**config.mk**
```make
export PLATFORM = sky130hd
export DESIGN_NAME = gemm_drain
export DESIGN_NICKNAME = d
export VERILOG_FILES = /design/src/rtl/gemm_drain.sv
export SDC_FILE = /design/constraint.sdc
export NUM_CORES = 1
export LEC_CHECK = 0
export CAP_MARGIN = 5
export CELL_PAD_IN_SITES_DETAIL_PLACEMENT = 1
export CELL_PAD_IN_SITES_GLOBAL_PLACEMENT = 2
export CORE_ASPECT_RATIO = 1.4
export CORE_MARGIN = 2
export CORE_UTILIZATION = 47
export DETAILED_ROUTE_END_ITERATION = 6
export GPL_TIMING_DRIVEN = 0
export HOLD_SLACK_MARGIN = 0.1
export PLACE_DENSITY = 0.92
export SLEW_MARGIN = 20
export SYNTH_ARGS = -nofsm -noshare
export SYNTH_HDL_FRONTEND = slang
export SYNTH_SLANG_ARGS = --single-unit
```
**constraint.sdc**
```tcl
create_clock -name clk -period 13.8 [get_ports clk]
set_input_delay 2.76 -clock clk [delete_from_list [all_inputs] [get_ports clk]]
set_output_delay 2.76 -clock clk [all_outputs]
set_load 0.1 [all_outputs]
```
**src/rtl/gemm_drain.sv**
```systemverilog
// GEMM output drain: credit-gated issue pipe, DEPTH-entry vector buffer, lane serializer.
// Optional sticky protocol-error flag enabled by defining GEMM_DRAIN_ERR_EN.
`ifndef SFPWIDTH
`define SFPWIDTH 9
`endif

module gemm_drain #(
   parameter int unsigned FORMAT_WIDTH = `SFPWIDTH,
   parameter int unsigned LATENCY      = 4,
   parameter int unsigned DEPTH        = 4
) (
   input  logic                      clk,
   input  logic                      rst,
   input  logic                      issue_valid,
   input  logic                      issue_size4,
   output logic                      issue_ready,
   input  logic [4*FORMAT_WIDTH-1:0] gemm_real,
   input  logic [4*FORMAT_WIDTH-1:0] gemm_imag,
   output logic                      out_valid,
   input  logic                      out_ready,
   output logic [FORMAT_WIDTH-1:0]   out_real,
   output logic [FORMAT_WIDTH-1:0]   out_imag,
   output logic                      out_last,
   output logic                      err
);

   localparam int unsigned FW = FORMAT_WIDTH;
   localparam int unsigned VW = 4 * FORMAT_WIDTH;
   localparam int unsigned PW = (DEPTH > 1) ? $clog2(DEPTH) : 1;
   localparam int unsigned CW = $clog2(DEPTH + LATENCY + 1);

   typedef enum logic {
      S_IDLE = 1'b0,
      S_EMIT = 1'b1
   } state_e;

   function automatic logic [FW-1:0] lane_sel(input logic [VW-1:0] v, input logic [1:0] k);
      return v[int'(k) * FW +: FW];
   endfunction

   logic [LATENCY-1:0] pv_q, pv_d;
   logic [LATENCY-1:0] ps_q, ps_d;
   logic [CW-1:0]      inflight_q, inflight_d;
   logic [CW-1:0]      count_q, count_d;
   logic [PW-1:0]      wr_ptr_q, wr_ptr_d;
   logic [PW-1:0]      rd_ptr_q, rd_ptr_d;
   logic [PW-1:0]      nxt_ptr;
   logic [VW-1:0]      mem_re [DEPTH];
   logic [VW-1:0]      mem_im [DEPTH];
   logic               mem_sz [DEPTH];

   state_e             state_q, state_d;
   logic [1:0]         lane_q, lane_d;
   logic [FW-1:0]      out_real_q, out_real_d;
   logic [FW-1:0]      out_imag_q, out_imag_d;
   logic               out_last_q, out_last_d;

   logic               accept;
   logic               tail_v;
   logic               full;
   logic               wr_en;
   logic               xfer;
   logic               free;
   logic [VW-1:0]      nh_re;
   logic [VW-1:0]      nh_im;

   // Credit covers both buffered entries and vectors still inside the GEMM pipe.
   assign issue_ready = (count_q + inflight_q) < CW'(DEPTH);
   assign accept      = issue_valid && issue_ready;
   assign tail_v      = pv_q[LATENCY-1];
   assign full        = (count_q == CW'(DEPTH));
   assign wr_en       = tail_v && !full;
   assign xfer        = out_valid && out_ready;
   assign free        = xfer && out_last_q;

   assign out_valid   = (state_q == S_EMIT);
   assign out_real    = out_real_q;
   assign out_imag    = out_imag_q;
   assign out_last    = out_last_q;

   // Issue pipe and buffer bookkeeping.
   always_comb begin
      pv_d       = (pv_q << 1) | LATENCY'(accept);
      ps_d       = (ps_q << 1) | LATENCY'(issue_size4);
      inflight_d = inflight_q + CW'(accept) - CW'(tail_v);
      count_d    = count_q + CW'(wr_en) - CW'(free);
      wr_ptr_d   = wr_ptr_q + PW'(wr_en);
      rd_ptr_d   = rd_ptr_q + PW'(free);
   end

   always_ff @(posedge clk or posedge rst) begin
      if (rst) begin
         pv_q       <= '0;
         ps_q       <= '0;
         inflight_q <= '0;
         count_q    <= '0;
         wr_ptr_q   <= '0;
         rd_ptr_q   <= '0;
      end else begin
         pv_q       <= pv_d;
         ps_q       <= ps_d;
         inflight_q <= inflight_d;
         count_q    <= count_d;
         wr_ptr_q   <= wr_ptr_d;
         rd_ptr_q   <= rd_ptr_d;
      end
   end

   // Vector storage carries no reset; validity is tracked by count/pointers.
   always_ff @(posedge clk) begin
      if (wr_en) begin
         mem_re[wr_ptr_q] <= gemm_real;
         mem_im[wr_ptr_q] <= gemm_imag;
         mem_sz[wr_ptr_q] <= ps_q[LATENCY-1];
      end
   end

   // Serializer next-state; the next head comes from the buffer or from the write in flight.
   always_comb begin
      state_d    = state_q;
      lane_d     = lane_q;
      out_real_d = out_real_q;
      out_imag_d = out_imag_q;
      out_last_d = out_last_q;
      nxt_ptr    = rd_ptr_q + PW'(1);
      if (count_q > CW'(1)) begin
         nh_re = mem_re[nxt_ptr];
         nh_im = mem_im[nxt_ptr];
      end else begin
         nh_re = gemm_real;
         nh_im = gemm_imag;
      end

      unique case (state_q)
         S_IDLE: begin
            if (wr_en) begin
               state_d    = S_EMIT;
               lane_d     = 2'd3;
               out_real_d = lane_sel(gemm_real, 2'd3);
               out_imag_d = lane_sel(gemm_imag, 2'd3);
               out_last_d = 1'b0;
            end
         end
         S_EMIT: begin
            if (xfer) begin
               if (out_last_q) begin
                  if ((count_q > CW'(1)) || wr_en) begin
                     lane_d     = 2'd3;
                     out_real_d = lane_sel(nh_re, 2'd3);
                     out_imag_d = lane_sel(nh_im, 2'd3);
                     out_last_d = 1'b0;
                  end else begin
                     state_d    = S_IDLE;
                     lane_d     = 2'd0;
                     out_last_d = 1'b0;
                  end
               end else begin
                  lane_d     = lane_q - 2'd1;
                  out_real_d = lane_sel(mem_re[rd_ptr_q], lane_d);
                  out_imag_d = lane_sel(mem_im[rd_ptr_q], lane_d);
                  out_last_d = mem_sz[rd_ptr_q] ? (lane_d == 2'd0) : (lane_d == 2'd2);
               end
            end
         end
         default: state_d = S_IDLE;
      endcase
   end

   always_ff @(posedge clk or posedge rst) begin
      if (rst) begin
         state_q    <= S_IDLE;
         lane_q     <= '0;
         out_real_q <= '0;
         out_imag_q <= '0;
         out_last_q <= 1'b0;
      end else begin
         state_q    <= state_d;
         lane_q     <= lane_d;
         out_real_q <= out_real_d;
         out_imag_q <= out_imag_d;
         out_last_q <= out_last_d;
      end
   end

`ifdef GEMM_DRAIN_ERR_EN
   // Sticky: issue without credit, or a pipe write into a full buffer.
   logic err_q, err_d;

   always_comb begin
      err_d = err_q | (issue_valid && !issue_ready) | (tail_v && full);
   end

   always_ff @(posedge clk or posedge rst) begin
      if (rst) err_q <= 1'b0;
      else     err_q <= err_d;
   end

   assign err = err_q;
`else
   assign err = 1'b0;
`endif

endmodule

```
==> results of run 1 <==
cells by family after synthesis:
group,synth area share
buffers and inverters,0.0336
and+or+nand+nor,0.0476
AOI/OAI and AO/OA,0.0928
muxes,0.126
adders and majority gates,0.0166
other,0.000259
DFF,0.678
xor gates and xnor gates,0.00484
final cells by class:
type / count / share of cell area
Clock buffer: 49 / 0.0580
Buffer: 60 / 0.0240
Clock inverter: 12 / 0.00804
Tap cell: 390 / 0.0280
Timing Repair Buffer: 123 / 0.0744
Sequential cell: 334 / 0.563
Multi-Input combinational cell: 494 / 0.240
Inverter: 18 / 0.00388
registers in the layout, indices dropped and copies added, names as in the netlist, 4 cells and up:
name        count
ps_q            4
mem_sz          4
mem_im        144
inflight_q      4
count_q         4
mem_re        144
pv_q            4
out_real        9
out_imag        9
through the flow:
step	hold WS (ns)	area (um2)	utilization	total power, mW	worst slack [ns]
2_1_floorplan	0.331	14500	-	2.52	6.83
3_3_place_gp	0.335	15900	0.522	3.05	1.99
3_5_place_dp	0.336	16300	0.533	3.10	8.44
4_1_cts	0.350	17400	0.571	4.08	7.89
5_1_grt	0.359	17400	0.571	4.22	7.74
6_report	0.349	17400	0.571	4.07	7.91
metal layers:
metal	GRT usage	vias to the layer above	wire, um
met3	0.0448	133	2470
met1	0.307	4643	15600
met5	0	-	11
met4	0.133	2	2030
met2	0.459	393	21500
li1	-	3903	-
report_power, final:
| part | internal [mW] | switching [mW] | total, mW |
|---|---|---|---|
| clock network | 0.567 | 0.386 | 0.953 |
| logic | 0.644 | 1.16 | 1.80 |
| registers | 1.23 | 0.0826 | 1.32 |
synthesized netlist by cell type, types with 3 or more instances:
cell,count,area share
edfxtp_1,292,0.61
mux2_2,94,0.073
o22ai_1,72,0.031
a211oi_1,43,0.022
dfrtp_1,42,0.073
mux2i_1,38,0.026
nor2b_1,37,0.016
mux2_1,32,0.025
a21oi_1,24,0.0083
nor2_1,23,0.0060
buf_2,20,0.0069
nor3_1,20,0.0069
nor4_1,18,0.0078
inv_1,17,0.0044
ha_1,16,0.014
buf_4,15,0.0078
a211oi_2,12,0.010
buf_6,12,0.0093
a221oi_2,11,0.011
clkbuf_1,11,0.0029
a221oi_1,7,0.0042
nand2_1,7,0.0018
xnor2_1,5,0.0030
nand2b_1,4,0.0017
o21ai_0,3,0.0010
xor2_1,3,0.0018
worst min-delay path by stage:
stage	cells past startpoint	to	start
floorplan	0	ps_q[1]$_DFF_PP0_	ps_q[0]$_DFF_PP0_
global placement	0	pv_q[2]$_DFF_PP0_	pv_q[1]$_DFF_PP0_
detailed placement	0	pv_q[3]$_DFF_PP0_	pv_q[2]$_DFF_PP0_
CTS	0	pv_q[3]$_DFF_PP0_	pv_q[2]$_DFF_PP0_
global route	0	pv_q[3]$_DFF_PP0_	pv_q[2]$_DFF_PP0_
finish	0	pv_q[3]$_DFF_PP0_	pv_q[2]$_DFF_PP0_
layout by cell type (no fill, tap or decap), types with 18 or more instances in the layout:
cell and n:
nor2_1 22, buf_6 19, edfxtp_1 292, clkbuf_16 37
nor2b_1 37, buf_4 28, nor3_1 19, o22ai_1 72
clkdlybuf4s50_1 97, a21oi_1 24, mux2_1 32, nor4_1 18
mux2i_1 38, mux2_2 94, a211oi_1 43, dfrtp_1 42
clkbuf_1 19, buf_2 20
==> results by group, run 1 <==
Setup path
  • Worst setup endpoint: issue_ready
  • Worst setup path class: register to output port
  • Worst Reg-to-Reg Cells: 12
  • CP Capture Type: output port
  • Worst EP required: 11.04 ns
  • Cell depth of the worst setup path: 5
  • Worst path cell trace: ha_1 -> a31oi_1 -> mux2i_1 -> o21ai_0 -> clkdlybuf4s50_1
  • Worst path slowest cell: clkdlybuf4s50_1
  • Reg2Reg Setup Slack: 10.50 ns
  • RR Startpoint: count_q[3]$_DFF_PP0_
  • Crit path launch: count_q[1]$_DFF_PP0_
  • Largest delay share family, worst path: buffers and inverters
  • CP max stage delay: 1.18 ns
  • Crit Path Max Fanout: 8
  • Startpoint Class: register
  • Crit path buffers/inverters: 1
  • Worst EP arrival: 3.13 ns
  • RR Endpoint: mem_re[1][15]$_DFFE_PP_

Layout
  • Sequential cell area: 9820 um2
  • Non-Filler Instances: 1480
  • Synth-to-Final Area Change: 20.4%
  • Share of post-route cells with drive strength above 1: 0.235
  • Final nets: 1160
  • Fill cell count: 2834
  • # diodes: 0
  • Area occupied by multi-input gates: 4190 um2

Global route
  • Initial antenna violation count: 1
  • Grt total ovfl: 0
  • GRT Total Usage: 0.260
  • First-pass GRT wire length: 62.3 mm
  • Vias in the first global route: 9989
  • Largest net degree at the start of global routing: 44

STA
  • Max Clk Rate: 170 MHz
  • Worst clock skew: 0.0119 ns
  • Final Hold Viols: 0
  • Fin Setup TNS: 0 ns
  • Slew @ Worst Pin: 1.01 ns
  • Final period utilization: 0.426
  • RSZ-0062 raised after global routing: no
  • Min Tclk post-route: 5.89 ns
  • Setup violations, final: 0
  • Headroom to the max-slew limit: 0.328
  • Slew Limit Fails: 0

Clock network
  • H-tree level count: 2
  • Setup bufs post-CTS: 0
  • Cts hold-fix bufs: 0
  • Clk_lat worst skew: 0.53 ns
  • CTS buffer count: 34
  • Clock-pin slew of the registers on the worst-case setup and hold paths: 0.06 ns
  • Max clock buf depth: 3
  • # clock sinks: 334
  • CTS tree: yes
  • Post-cts sizing count: 0
  • Root buffer cell: clkbuf_16

Drt
  • Vias: 9074
  • Via/cell ratio: 6.13
  • Post-Route WL: 41.6 mm
  • Detailed Routing Iterations Pass 1: 5
  • # DRC: 0
  • Iteration-0 DRC Markers: 670
  • WL/cell: 28.1 um
  • Routed Antenna Nets: 0

Die
  • Die width: 152 um
  • Die height: 212 um
  • Cell Rows: 76
  • Die Footprint: 32200 um2
  • Core Area: 30500 um2
  • Starting Density: 0.474
  • # IOs: 99

Worst hold path
  • Worst Hold Class: register to register

Place
  • Gpl congestion: 0.815
  • Inst Count DP: 1419
  • Dpl hpwl: 27.6 mm
  • IO buf count: 97

Synth
  • Average cell area after synthesis: 16.0 um2
  • Synth async-reset ratio: 0.126
  • Synthesized Nets: 1001
  • Unique masters post-synth: 48
  • FF+latch count, synth: 334
  • Number of enable flip-flop cells after synthesis: 292
  • Mapped Cells: 906
  • Post-synthesis sequential area ratio: 0.678
  • Top FF cell, synth: edfxtp_1
  • Mapped Area: 14500 um2
  • Synth warn: 0

Outcome
  • Status: finished clean

Job
  • Max Cap Viol: 0

Pwr
  • P per Cell Area: 233 nW/um2
  • Worst vdd ir: 0.228 mV
  • P_leak: 5.96 nW
Note: power is estimated with default switching activity, not from simulation.
==> inputs of run 2 (changes only) <==
- CORE_UTILIZATION: 47 -> 44
- PLACE_DENSITY: 0.92 -> 0.87
- clock period: 13.8 -> 6 ns (I/O delays scaled with it)
==> results by group, run 2 (synthesis gave the netlist of run 1 again) <==
Setup path
  • Worst path slowest cell: clkdlybuf4s50_1
  • Worst EP arrival: 3.22 ns (+0.09 ns)
  • CP max stage delay: 1.18 ns (about the same)
  • Worst Reg-to-Reg Cells: 11 (-1)
  • Startpoint Class: register
  • Crit Path Max Fanout: 8 (unchanged)
  • Largest delay share family, worst path: buffers and inverters
  • RR Startpoint: count_q[2]$_DFF_PP0_
  • Crit path buffers/inverters: 1 (unchanged)
  • Reg2Reg Setup Slack: 2.81 ns (-7.69 ns)
  • Worst EP required: 4.80 ns (-6.24 ns)
  • Worst path cell trace: ha_1 -> a31oi_1 -> mux2i_1 -> o21ai_0 -> clkdlybuf4s50_1
  • Worst setup path class: register to output port
  • RR Endpoint: mem_re[1][14]$_DFFE_PP_
  • CP Capture Type: output port

Clock network
  • Root buffer cell: clkbuf_16
  • CTS buffer count: 31 (-8.8%)
  • Setup bufs post-CTS: 0 (unchanged)
  • Max clock buf depth: 3 (unchanged)
  • Clock-pin slew of the registers on the worst-case setup and hold paths: 0.06 ns (about the same)
  • Post-cts sizing count: 0 (unchanged)
  • CTS tree: yes
  • H-tree level count: 1 (-1)
  • Cts hold-fix bufs: 0 (unchanged)
  • Clk_lat worst skew: 0.58 ns (+0.05 ns)
  • # clock sinks: 334 (unchanged)

Global route
  • Grt total ovfl: 0 (unchanged)
  • Vias in the first global route: 9743 (-2.5%)
  • Largest net degree at the start of global routing: 44 (unchanged)
  • Initial antenna violation count: 1 (unchanged)
  • First-pass GRT wire length: 60.4 mm (-3.1%)
  • GRT Total Usage: 0.239 (-0.0217)

Die
  • Cell Rows: 78 (+2.6%)
  • Core Area: 32400 um2 (+6.1%)
  • Starting Density: 0.447 (-0.0275)
  • Die width: 157 um (+3.3%)
  • Die height: 219 um (+3.3%)
  • Die Footprint: 34400 um2 (+6.7%)
  • # IOs: 99 (unchanged)

Drt
  • WL/cell: 26.6 um (-5.4%)
  • Iteration-0 DRC Markers: 623 (-7.0%)
  • # DRC: 0 (unchanged)
  • Post-Route WL: 40.4 mm (-2.9%)
  • Via/cell ratio: 5.80 (-5.4%)
  • Vias: 8820 (-2.8%)
  • Routed Antenna Nets: 0 (unchanged)
  • Detailed Routing Iterations Pass 1: 4 (-1)

Job
  • Max Cap Viol: 0 (unchanged)

STA
  • Slew Limit Fails: 0 (unchanged)
  • Worst clock skew: 0.0140 ns (+0.00213 ns)
  • Slack of the critical path: 1.58 ns (-6.33 ns)
  • Setup violations, final: 0 (unchanged)
  • Min Tclk post-route: 4.42 ns
  • Max Clk Rate: 226 MHz
  • RSZ-0062 raised after global routing: no
  • Slew @ Worst Pin: 1.00 ns (-0.00359 ns)
  • Final period utilization: 0.736
  • Headroom to the max-slew limit: 0.330 (+0.00240)
  • Final Hold Viols: 0 (unchanged)

Layout
  • Regs by FF count: mem_im: 144 flops, mem_re: 144 flops
  • # diodes: 0 (unchanged)
  • Most common cell after layout, fill and taps aside: edfxtp_1
  • Synth-to-Final Area Change: 20.0%
  • Sequential cell area: 9820 um2 (unchanged)
  • Design Area, Final: 17400 um2 (-0.38%)
  • Most frequent cells in the layout: edfxtp_1, clkdlybuf4s50_1, mux2_2
  • Share of post-route cells with drive strength above 1: 0.225 (-0.00986)
  • Final nets: 1151 (-0.78%)
  • Fill cell count: 3120 (+10%)
  • Area occupied by multi-input gates: 4200 um2 (+0.30%)

Place
  • IO buf count: 97 (unchanged)
  • Gpl congestion: 0.823 (+1.0%)
  • Setup Slack @ Placement: 2.16 ns (-6.28 ns)
  • DP Area: 16400 um2 (+0.78%)
  • Dpl hpwl: 27.5 mm (about the same)

Pwr
  • Worst vdd ir: 0.539 mV (+140%)
  • P_leak: 5.88 nW (-1.3%)
  • Total power: 9.05 mW (+120%)
  • P per Cell Area: 521 nW/um2 (+120%)

Worst hold path
  • Worst hold stages: 0 (unchanged)
  • Worst Hold Class: register to register
  • Hold Path Sink: ps_q[1]$_DFF_PP0_
  • Hold_sp: ps_q[0]$_DFF_PP0_

Outcome
  • Status: finished clean
-- run 2: metal layers --
layer  vias up  track usage  routed length (um)
met5         -            0                   0
met4         0       0.0982                1580
met3        99       0.0291                1860
met2       279        0.429               21200
met1      4556        0.288               15800
li1       3886            -                   -
-- run 2: layout make-up --
class,instances,area share
flip-flops and latches,334,0.565
multi-input cells,494,0.242
repair buffers,117,0.0777
clock buffers,47,0.0510
well taps,440,0.0317
plain buffers,60,0.0241
clock inverters,10,0.00418
inverters,18,0.00389
-- run 2: worst max-delay path by stage --
stage	cells past startpoint	startpoint	end
6_report	5	count_q[1]$_DFF_PP0_	issue_ready
2_1_floorplan	11	count_q[1]$_DFF_PP0_	inflight_q[2]$_DFF_PP0_
3_5_place_dp	5	count_q[1]$_DFF_PP0_	issue_ready
5_1_grt	5	count_q[1]$_DFF_PP0_	issue_ready
3_3_place_gp	6	count_q[2]$_DFF_PP0_	mem_re[2][6]$_DFFE_PP_
4_1_cts	5	count_q[1]$_DFF_PP0_	issue_ready
-- run 2: power by group --
group          leakage, nW  switching (mW)  internal [mW]
clock network        0.476           0.848           1.05
registers             3.12           0.193           2.84
logic                 2.29            2.63           1.49
total                 5.88            3.67           5.38
-- run 2: per-stage QoR --
stage	util	cells	setup TNS [ns]	hold WS [ns]
after floorplan	-	906	0	0.331
after global placement	0.494	1443	-255.96	0.335
after detailed placement	0.506	1463	0	0.336
after CTS	0.536	1520	0	0.354
after global routing	0.536	1520	0	0.365
final	0.536	1520	0	0.351
